File: config.mk
export PLATFORM = sky130hd
export DESIGN_NAME = calc_execute_unit
export DESIGN_NICKNAME = d
export VERILOG_FILES = /design/src/rtl/calc_execute_unit.sv
export SDC_FILE = /design/constraint.sdc
export NUM_CORES = 1
export LEC_CHECK = 0
export BUFFER_PORTS_ARGS = -buffer_cell sky130_fd_sc_hd__buf_2
export CAP_MARGIN = 15
export CORE_ASPECT_RATIO = 0.7
export CORE_MARGIN = 2
export CORE_UTILIZATION = 45
export CTS_CLUSTER_SIZE = 24
export DETAILED_ROUTE_END_ITERATION = 12
export GPL_ROUTABILITY_DRIVEN = 0
export SLEW_MARGIN = 20
export SYNTH_ARGS = -nofsm -noshare
export SYNTH_HDL_FRONTEND = slang
export SYNTH_SLANG_ARGS = --single-unit
File: constraint.sdc
create_clock -name i_Clk -period 6 [get_ports i_Clk]
set_input_delay 0.9 -clock i_Clk [delete_from_list [all_inputs] [get_ports i_Clk]]
set_output_delay 0.9 -clock i_Clk [all_outputs]
set_load 0.05 [all_outputs]
File: src/rtl/calc_execute_unit.sv
// Calculator arithmetic back end: BCD operands -> add/sub/shift-add multiply -> double-dabble -> BCD digits.
// Latency from the start edge to o_Done: add/sub 16, multiply 22, error 2. i_Start is ignored while busy.
module calc_execute_unit #(
    parameter bit BLANK_LEADING = 1'b1
) (
    input  logic        i_Clk,
    input  logic        i_Reset,
    input  logic        i_Start,
    input  logic [18:0] i_Operands,
    output logic        o_Busy,
    output logic        o_Done,
    output logic [15:0] o_Result_BCD,
    output logic        o_Negative,
    output logic        o_Error
);

    typedef enum logic [2:0] {
        S_IDLE,
        S_DECODE,
        S_COMPUTE,
        S_CONVERT,
        S_DONE
    } state_t;

    localparam logic [2:0]  OP_ADD = 3'b001;
    localparam logic [2:0]  OP_SUB = 3'b010;
    localparam logic [2:0]  OP_MUL = 3'b011;
    localparam logic [15:0] RESULT_RST = BLANK_LEADING ? 16'hFFF0 : 16'h0000;

    state_t      state;
    state_t      state_next;

    logic [18:0] opr;
    logic        err_pend;
    logic        neg_pend;
    logic [6:0]  a_bin;
    logic [6:0]  b_bin;
    logic [13:0] prod;
    logic [13:0] mcand;
    logic [6:0]  mplier;
    logic [3:0]  cnt;
    logic [15:0] dd_bcd;
    logic [13:0] dd_bin;

    logic [3:0]  a_tens;
    logic [3:0]  a_ones;
    logic [3:0]  b_tens;
    logic [3:0]  b_ones;
    logic [2:0]  op;
    logic        req_ok;
    logic [6:0]  a_val;
    logic [6:0]  b_val;
    logic [13:0] prod_next;
    logic [15:0] dd_adj;
    logic [15:0] bcd_next;
    logic [13:0] bin_next;

    assign a_tens = opr[18:15];
    assign a_ones = opr[14:11];
    assign op     = opr[10:8];
    assign b_tens = opr[7:4];
    assign b_ones = opr[3:0];

    assign req_ok = (a_tens <= 4'd9) && (a_ones <= 4'd9) &&
                    (b_tens <= 4'd9) && (b_ones <= 4'd9) &&
                    ((op == OP_ADD) || (op == OP_SUB) || (op == OP_MUL));

    // 10*x as (x<<3)+(x<<1) keeps the decode free of multipliers.
    assign a_val = ({3'b000, a_tens} << 3) + ({3'b000, a_tens} << 1) + {3'b000, a_ones};
    assign b_val = ({3'b000, b_tens} << 3) + ({3'b000, b_tens} << 1) + {3'b000, b_ones};

    assign prod_next = prod + (mplier[0] ? mcand : 14'd0);

    always_comb begin
        dd_adj = dd_bcd;
        for (int i = 0; i < 4; i++) begin
            if (dd_bcd[i*4 +: 4] >= 4'd5) begin
                dd_adj[i*4 +: 4] = dd_bcd[i*4 +: 4] + 4'd3;
            end
        end
    end

    assign bcd_next = {dd_adj[14:0], dd_bin[13]};
    assign bin_next = {dd_bin[12:0], 1'b0};

    function automatic logic [15:0] blank_digits(input logic [15:0] d);
        logic [15:0] r;
        r = d;
        if (BLANK_LEADING) begin
            if (d[15:12] == 4'd0) begin
                r[15:12] = 4'hF;
                if (d[11:8] == 4'd0) begin
                    r[11:8] = 4'hF;
                    if (d[7:4] == 4'd0) begin
                        r[7:4] = 4'hF;
                    end
                end
            end
        end
        return r;
    endfunction

    always_ff @(posedge i_Clk) begin
        if (i_Reset) begin
            state <= S_IDLE;
        end else begin
            state <= state_next;
        end
    end

    // Rejected requests pass once through COMPUTE so every exit to DONE happens from a registered decode.
    always_comb begin
        state_next = state;
        case (state)
            S_IDLE: begin
                if (i_Start) begin
                    state_next = S_DECODE;
                end
            end
            S_DECODE: begin
                state_next = S_COMPUTE;
            end
            S_COMPUTE: begin
                if (err_pend) begin
                    state_next = S_DONE;
                end else if ((op != OP_MUL) || (cnt == 4'd6)) begin
                    state_next = S_CONVERT;
                end
            end
            S_CONVERT: begin
                if (cnt == 4'd13) begin
                    state_next = S_DONE;
                end
            end
            S_DONE: begin
                state_next = S_IDLE;
            end
            default: begin
                state_next = S_IDLE;
            end
        endcase
    end

    always_ff @(posedge i_Clk) begin
        if (i_Reset) begin
            opr          <= 19'd0;
            err_pend     <= 1'b0;
            neg_pend     <= 1'b0;
            a_bin        <= 7'd0;
            b_bin        <= 7'd0;
            prod         <= 14'd0;
            mcand        <= 14'd0;
            mplier       <= 7'd0;
            cnt          <= 4'd0;
            dd_bcd       <= 16'd0;
            dd_bin       <= 14'd0;
            o_Result_BCD <= RESULT_RST;
            o_Negative   <= 1'b0;
            o_Error      <= 1'b0;
        end else begin
            case (state)
                S_IDLE: begin
                    if (i_Start) begin
                        opr <= i_Operands;
                    end
                end
                S_DECODE: begin
                    err_pend <= !req_ok;
                    neg_pend <= 1'b0;
                    a_bin    <= a_val;
                    b_bin    <= b_val;
                    prod     <= 14'd0;
                    mcand    <= {7'd0, a_val};
                    mplier   <= b_val;
                    cnt      <= 4'd0;
                end
                S_COMPUTE: begin
                    if (err_pend) begin
                        o_Result_BCD <= blank_digits(16'd0);
                        o_Negative   <= 1'b0;
                        o_Error      <= 1'b1;
                    end else if (op == OP_MUL) begin
                        prod   <= prod_next;
                        mcand  <= mcand << 1;
                        mplier <= mplier >> 1;
                        cnt    <= cnt + 4'd1;
                        if (cnt == 4'd6) begin
                            dd_bin <= prod_next;
                            dd_bcd <= 16'd0;
                            cnt    <= 4'd0;
                        end
                    end else if (op == OP_SUB) begin
                        dd_bcd <= 16'd0;
                        cnt    <= 4'd0;
                        if (a_bin < b_bin) begin
                            dd_bin   <= {7'd0, b_bin - a_bin};
                            neg_pend <= 1'b1;
                        end else begin
                            dd_bin   <= {7'd0, a_bin - b_bin};
                        end
                    end else begin
                        dd_bin <= {7'd0, a_bin} + {7'd0, b_bin};
                        dd_bcd <= 16'd0;
                        cnt    <= 4'd0;
                    end
                end
                S_CONVERT: begin
                    dd_bcd <= bcd_next;
                    dd_bin <= bin_next;
                    cnt    <= cnt + 4'd1;
                    if (cnt == 4'd13) begin
                        o_Result_BCD <= blank_digits(bcd_next);
                        o_Negative   <= neg_pend;
                        o_Error      <= 1'b0;
                    end
                end
                default: begin
                end
            endcase
        end
    end

    assign o_Busy = (state != S_IDLE);
    assign o_Done = (state == S_DONE);

endmodule

# After elaboration in Yosys (flattened, before gate mapping)
# Cells that the tools add are included.
# W data, S select, Z words.
[word_totals]
regBits = 125
latchBits = 0
mem_bits_rw = 0
mem_bits_ro = 0
out_inout_bits = 20
wordCells = 130
memories = 0
[op_classes]
n_addsub = 13
n_mul = 0
div = 0
n_lt_le_gt_ge = 9
n_eq_ne = 20
n_shift = 0
mux = 50
bitwise_logic = 0
n_reduce_logical = 23
[op_table]
columns = ["operator", "n"]
rows = [
  ["$mux W14", 9],
  ["$pmux W14 S2", 3],
  ["$mux W16", 5],
  ["$pmux W16 S2", 2],
  ["$mux W4", 7],
  ["$mux W7", 3],
  ["$ge A4 B3 Y1 const B", 4],
  ["$le A4 B4 Y1 const B", 4],
  ["$ne A2 B2 Y1 const B", 8],
  ["$mux W3", 5],
  ["$add A14 B14 Y14", 1],
  ["$add A7 B4 Y7", 2],
  ["$add A7 B5 Y7", 2],
  ["$pmux W7 S2", 1],
  ["$sub A7 B7 Y7", 2],
  ["$add A4 B2 Y4 const B", 3],
  ["$eq A3 B2 Y1 const B", 4],
  ["$logic_not A4 Y1", 3],
  ["$mux W12", 1],
  ["$pmux W3 S4", 1],
  ["$pmux W4 S3", 1],
  ["$reduce_and A3 Y1", 4],
  ["$add A7 B7 Y8", 1],
  ["$mux W1", 8],
  ["other kinds (19)", 31],
]

# Depth between registers and ports, before layout
[depth]
word_depth = 8
depth_mapped = 12
ltp_nobuf = 11

# Worst setup path after synthesis
# Ideal clock, no wire load.
[synth_path]
path_kind = "reg2out"
from = "reg state[0]"
to = "out o_Done"
arrival_ns = 1.762
required_time_ns = 5.100
setup_slack_ns = 3.338
stages_incl_launch_ff = 4
n_path_buf = 2
cell_sequence = "dfxtp_1 > clkbuf_1 > clkbuf_1 > nor3_1"
[synth_via]
elab_chain_cells = 1
[synth_lines]
columns = ["item", "line", "source"]
rows = [
  ["start: declaration", "30", "state_t state;"],
  ["start signal: assignment", "107", "state <= state_next;"],
  ["$eq A3 B3 Y1", "224", "assign o_Done = (state == S_DONE);"],
  ["end: declaration", "11", "output logic o_Done,"],
]
# No other way between the ends.

# Worst setup path in the final report
[layout_path]
from = "reg state[0]"
to = "reg o_Result_BCD[9]"
[layout_via]
elab_chain_cells = 3
word_cells_on_any_way = 7
cone_classes = "eq/ne (4); mux (1); reduce/logical (2)"
[layout_lines]
columns = ["item", "line", "source"]
rows = [
  ["$eq A3 B2 Y1", "161", "case (state)"],
  ["$ne A2 B2 Y1 (no source line) or $reduce_bool A2 Y1 (tied branches)", "--", ""],
  ["$reduce_and A3 Y1 (no source line)", "--", ""],
  ["end signal: assignment", "179", "o_Result_BCD <= blank_digits(16'd0);"],
  ["end signal: assignment", "212", "o_Result_BCD <= blank_digits(bcd_next);"],
  ["end: declaration", "12", "output logic [15:0] o_Result_BCD,"],
]
# Parallel ways exist; a longest one is shown, timed or not.
# A chain may end at the register's enable or synchronous reset.

==> flow_summary_export.csv <==
group,metric,value,unit
run_status,status,"finished, final reports clean",
detailed_routing,drt-total-wl,18900,µm
logic_synthesis,synth.top_cells.by_area,"dfxtp_1 34%, ha_1 10%, a21oi_1 7.8%, nand2_1 7.2%, nor2_1 5.0%",
power_and_ir_drop,clkPwrFrac,45.4,%
cells_and_area,multi_input_area,4390,µm²
timing,drv_slew,0,
die,design.core.area,15600,µm²
grt,overflow,0,
cells_and_area,insertedDiodeCount,0,
clock_network,cts_resized,0,
detailed_routing,ant_nets,0,
clock_network,cts_buffers,17,
die,die_area,17200,µm²
timing,period_needed,3.45,ns
detailed_routing,wire_per_inst,16.2,µm
critical_path,crit_fanout,23,
power_and_ir_drop,power_leakage,0.00329,µW
cells_and_area,register_area,2500,µm²
clock_network,cts.reportedPaths.clkPinSlew,0.06,ns
critical_path,crit_cells,6,
die,rows,38,
timing,maxSlewHeadroom,32.5,%
logic_synthesis,synth_cells,938,
cells_and_area,num-nets-final,1044,
critical_path,worstSetupPathType,"flop to flop",
logic_synthesis,syn_avg_cell_area,7.77,µm²
cells_and_area,final_area,8240,µm²
logic_synthesis,synth_edf_count,0,
timing,fin_crit_sh,57.5,%
die,die_h,110,µm
power_and_ir_drop,combPwrFrac,16.1,%
power_and_ir_drop,ir_worst_vdd,0.000200,V
timing,fin_worst_skew,0.00842,ns
logic_synthesis,netlist_area,7290,µm²
timing,worst_slew_pin_slew,1.01,ns
clock_network,postCtsSetupBuffers,0,
logic_synthesis,yosysTopAreaCellShare,34.3,%
detailed_routing,drt_iter0_markers,442,
timing,final-hold-violation-count,0,
clock_network,clock_latency,0.42,ns
power_and_ir_drop,pwr_density_cell,291,nW/µm²
critical_path,endpoint_kind,"flop",
run,maxCapViolCount,0,
power_and_ir_drop,p_seq_share,38.4,%
critical_path,crit_family,"simple AND/OR/NAND/NOR gates",
critical_path,setup.worst_path.start,"state[0]$_SDFFE_PP0P_",
detailed_routing,viasPerCell,5.57,
clock_network,root_buffer,"clkbuf_16",
critical_path,reg2reg_depth,6,
power_and_ir_drop,switching_share,29.9,%
clock_network,ctsHoldBuffers,0,
power_and_ir_drop,switching_power,716,µW
critical_path,slowest_delay,0.84,ns
grt,grt_pass1_vias,6003,
detailed_routing,dr.pass1.iters,5,
die,start_util,46.6,%
cells_and_area,fill_cells,1513,
detailed_routing,drc,0,
worst_hold_path,hp-class,"flop to flop",
critical_path,start_kind,"flop",
clock_network,cts_sinks,125,
critical_path,cp.arrival,3.75,ns
logic_synthesis,synth_flop_cell,"dfxtp_1",
grt,antenna_found_initial,0,
critical_path,cp_num_buf_inv,0,
grt,grt_max_degree,75,
critical_path,crit_chain,"nand3_1, nor2_1, a21oi_1, nor3_2, nor2b_1, a21oi_1",
placement,post_dp_cell_area,7620,µm²
clock_network,max-clock-path-buffers,2,
critical_path,timing.rr.end,"o_Result_BCD[9]$_SDFFE_PP1P_",
detailed_routing,via_count,6511,
timing,setup_violations,0,
critical_path,r2r_start,"state[0]$_SDFFE_PP0P_",
die,die_x,156,µm
logic_synthesis,ys_types,62,
logic_synthesis,synth_top_area_cell,"dfxtp_1",
logic_synthesis,synth_nets,1026,
timing,max_freq,290,MHz
die,ios,42,
timing,tns,0,ns
logic_synthesis,synth-seq-cells,125,
cells_and_area,syn2layout_area_growth,13.1,%
timing,rsz0062_at_grt,"false",
logic_synthesis,synth-seq-area-share,34.3,%
cells_and_area,drive_above_1_share,9.70,%
critical_path,critPathCapture,"o_Result_BCD[9]$_SDFFE_PP1P_",
logic_synthesis,synth-async-reset-ratio,0,%
critical_path,slowest_stage,"dfxtp_1",
critical_path,r2r_slack,2.55,ns
power_and_ir_drop,p_int,1680,µW
clock_network,cts_tree,"done",
critical_path,cp.required,6.30,ns
grt,gr-usage-all-layers,22.8,%
clock_network,h-tree-depth,4,
placement,post-dp-hpwl,13600,µm
grt,grt_pass1_wl,31300,µm
critical_path,cpMostUsedCell,"a21oi_1",
worst_hold_path,worstHoldPathCells,2,
placement,io_buffers,41,
logic_synthesis,yosys_warnings,0,
-- worst min-delay path, delay by kind of cell (launching register included) --
kind / cells / cell delay (ns)
DFF: 1 / 0.30
and+or+nand+nor: 1 / 0.05
AOI/OAI and AO/OA: 1 / 0.05
-- registers in the layout, summed over array words and instances (netlist names), 3 cells and up --
name / cells
a_bin: 7
b_bin: 7
cnt: 4
dd_bcd: 16
dd_bin: 14
mcand: 14
mplier: 7
o_Result_BCD: 16
opr: 19
prod: 14
state: 3
-- layout by cell type, fill, tap and decap left out, types with 5 or more instances in the layout --
cell | Yosys | routed
nand2_1 | 139 | 139
dfxtp_1 | 125 | 125
a21oi_1 | 113 | 113
nor2_1 | 97 | 96
ha_1 | 58 | 58
inv_1 | 57 | 57
buf_2 | 3 | 40
o21ai_0 | 37 | 37
nor3_1 | 27 | 26
nand3_1 | 26 | 26
xnor2_1 | 18 | 18
clkbuf_16 | 0 | 17
a31oi_1 | 15 | 15
and2_1 | 14 | 14
a21o_1 | 12 | 12
a22oi_1 | 10 | 10
a221oi_1 | 10 | 10
nand2b_1 | 9 | 9
a311oi_1 | 9 | 9
buf_4 | 0 | 9
mux2i_1 | 8 | 8
fa_1 | 8 | 8
a211oi_1 | 7 | 7
nor2b_1 | 7 | 7
o21a_1 | 7 | 7
o211ai_1 | 7 | 7
o31ai_1 | 5 | 5
-- through the flow --
stage	cells	worst slack [ns]	total power, µW	util [%]	hold WS, ns
6_report	1169	2.55	2400	52.7	0.452
5_1_grt	1169	2.19	2500	52.7	0.476
4_1_cts	1169	2.64	2400	52.7	0.454
3_5_place_dp	1137	2.66	1320	48.7	0.445
3_3_place_gp	1137	2.88	1320	48.7	0.444
2_1_floorplan	938	3.34	1210	-	0.420
-- power by group through the flow --
stage               clock network (µW)  logic, µW  registers (µW)
finish                            1090        386             920
global route                      1140        430             925
CTS                               1100        383             919
detailed placement                   0        382             937
global placement                     0        382             936
floorplan                            0        293             913
-- layout make-up --
cell class | instances | area share [%]
multi-input cells | 706 | 53.2
flip-flops and latches | 125 | 30.4
clock buffers | 18 | 5.33
repair buffers | 49 | 3.25
well taps | 200 | 3.04
inverters | 57 | 2.60
clock inverters | 14 | 2.22
-- routing by layer --
layer / vias to the layer above / global-route usage, % / share of wire [%] / wire length, µm
li1: 3322 / - / - / -
met1: 3020 / 34.5 / 53 / 10100
met2: 146 / 31.7 / 40 / 7630
met3: 23 / 4.95 / 4.8 / 900
met4: 0 / 7.22 / 1.5 / 289
met5: - / 0 / 0 / 0
-- worst min-delay path by stage --
stage / endpoint / from
2_1_floorplan: dd_bin[3]$_SDFFE_PP0P_ / dd_bin[3]$_SDFFE_PP0P_
3_3_place_gp: o_Result_BCD[2]$_SDFFE_PP0P_ / o_Result_BCD[2]$_SDFFE_PP0P_
3_5_place_dp: mplier[3]$_SDFFE_PP0P_ / mplier[3]$_SDFFE_PP0P_
4_1_cts: o_Result_BCD[3]$_SDFFE_PP0P_ / o_Result_BCD[3]$_SDFFE_PP0P_
5_1_grt: dd_bin[6]$_SDFFE_PP0P_ / dd_bin[6]$_SDFFE_PP0P_
6_report: mplier[3]$_SDFFE_PP0P_ / mplier[3]$_SDFFE_PP0P_
-- Yosys cell counts (3+ instances only) --
master	number
nor2_1	97
a21oi_1	113
o211ai_1	7
o21ai_0	37
buf_2	3
xor2_1	4
o21a_1	7
o31ai_1	5
a22oi_1	10
and2_1	14
ha_1	58
nor2b_1	7
o31a_1	3
fa_1	8
dfxtp_1	125
xnor2_1	18
a311oi_1	9
nor3_1	27
a31oi_1	15
a21o_1	12
nand3_1	26
o2111ai_1	3
a211o_1	3
nand4_1	4
o22ai_1	4
mux2i_1	8
or3_1	3
a221oi_1	10
nor3b_1	4
nand2b_1	9
a211oi_1	7
nand2_1	139
clkbuf_1	40
buf_1	7
inv_1	57
-- kinds of logic after synthesis --
logic type	Yosys count	synth area share, %
buf+inv	107	5.56
flops	125	34.3
compound gates	264	22.7
fa+ha+maj	66	12.2
xor+xnor	22	2.64
mux	10	1.41
simple gates	344	21.1
No activity file was read; power rests on OpenSTA's default activity.
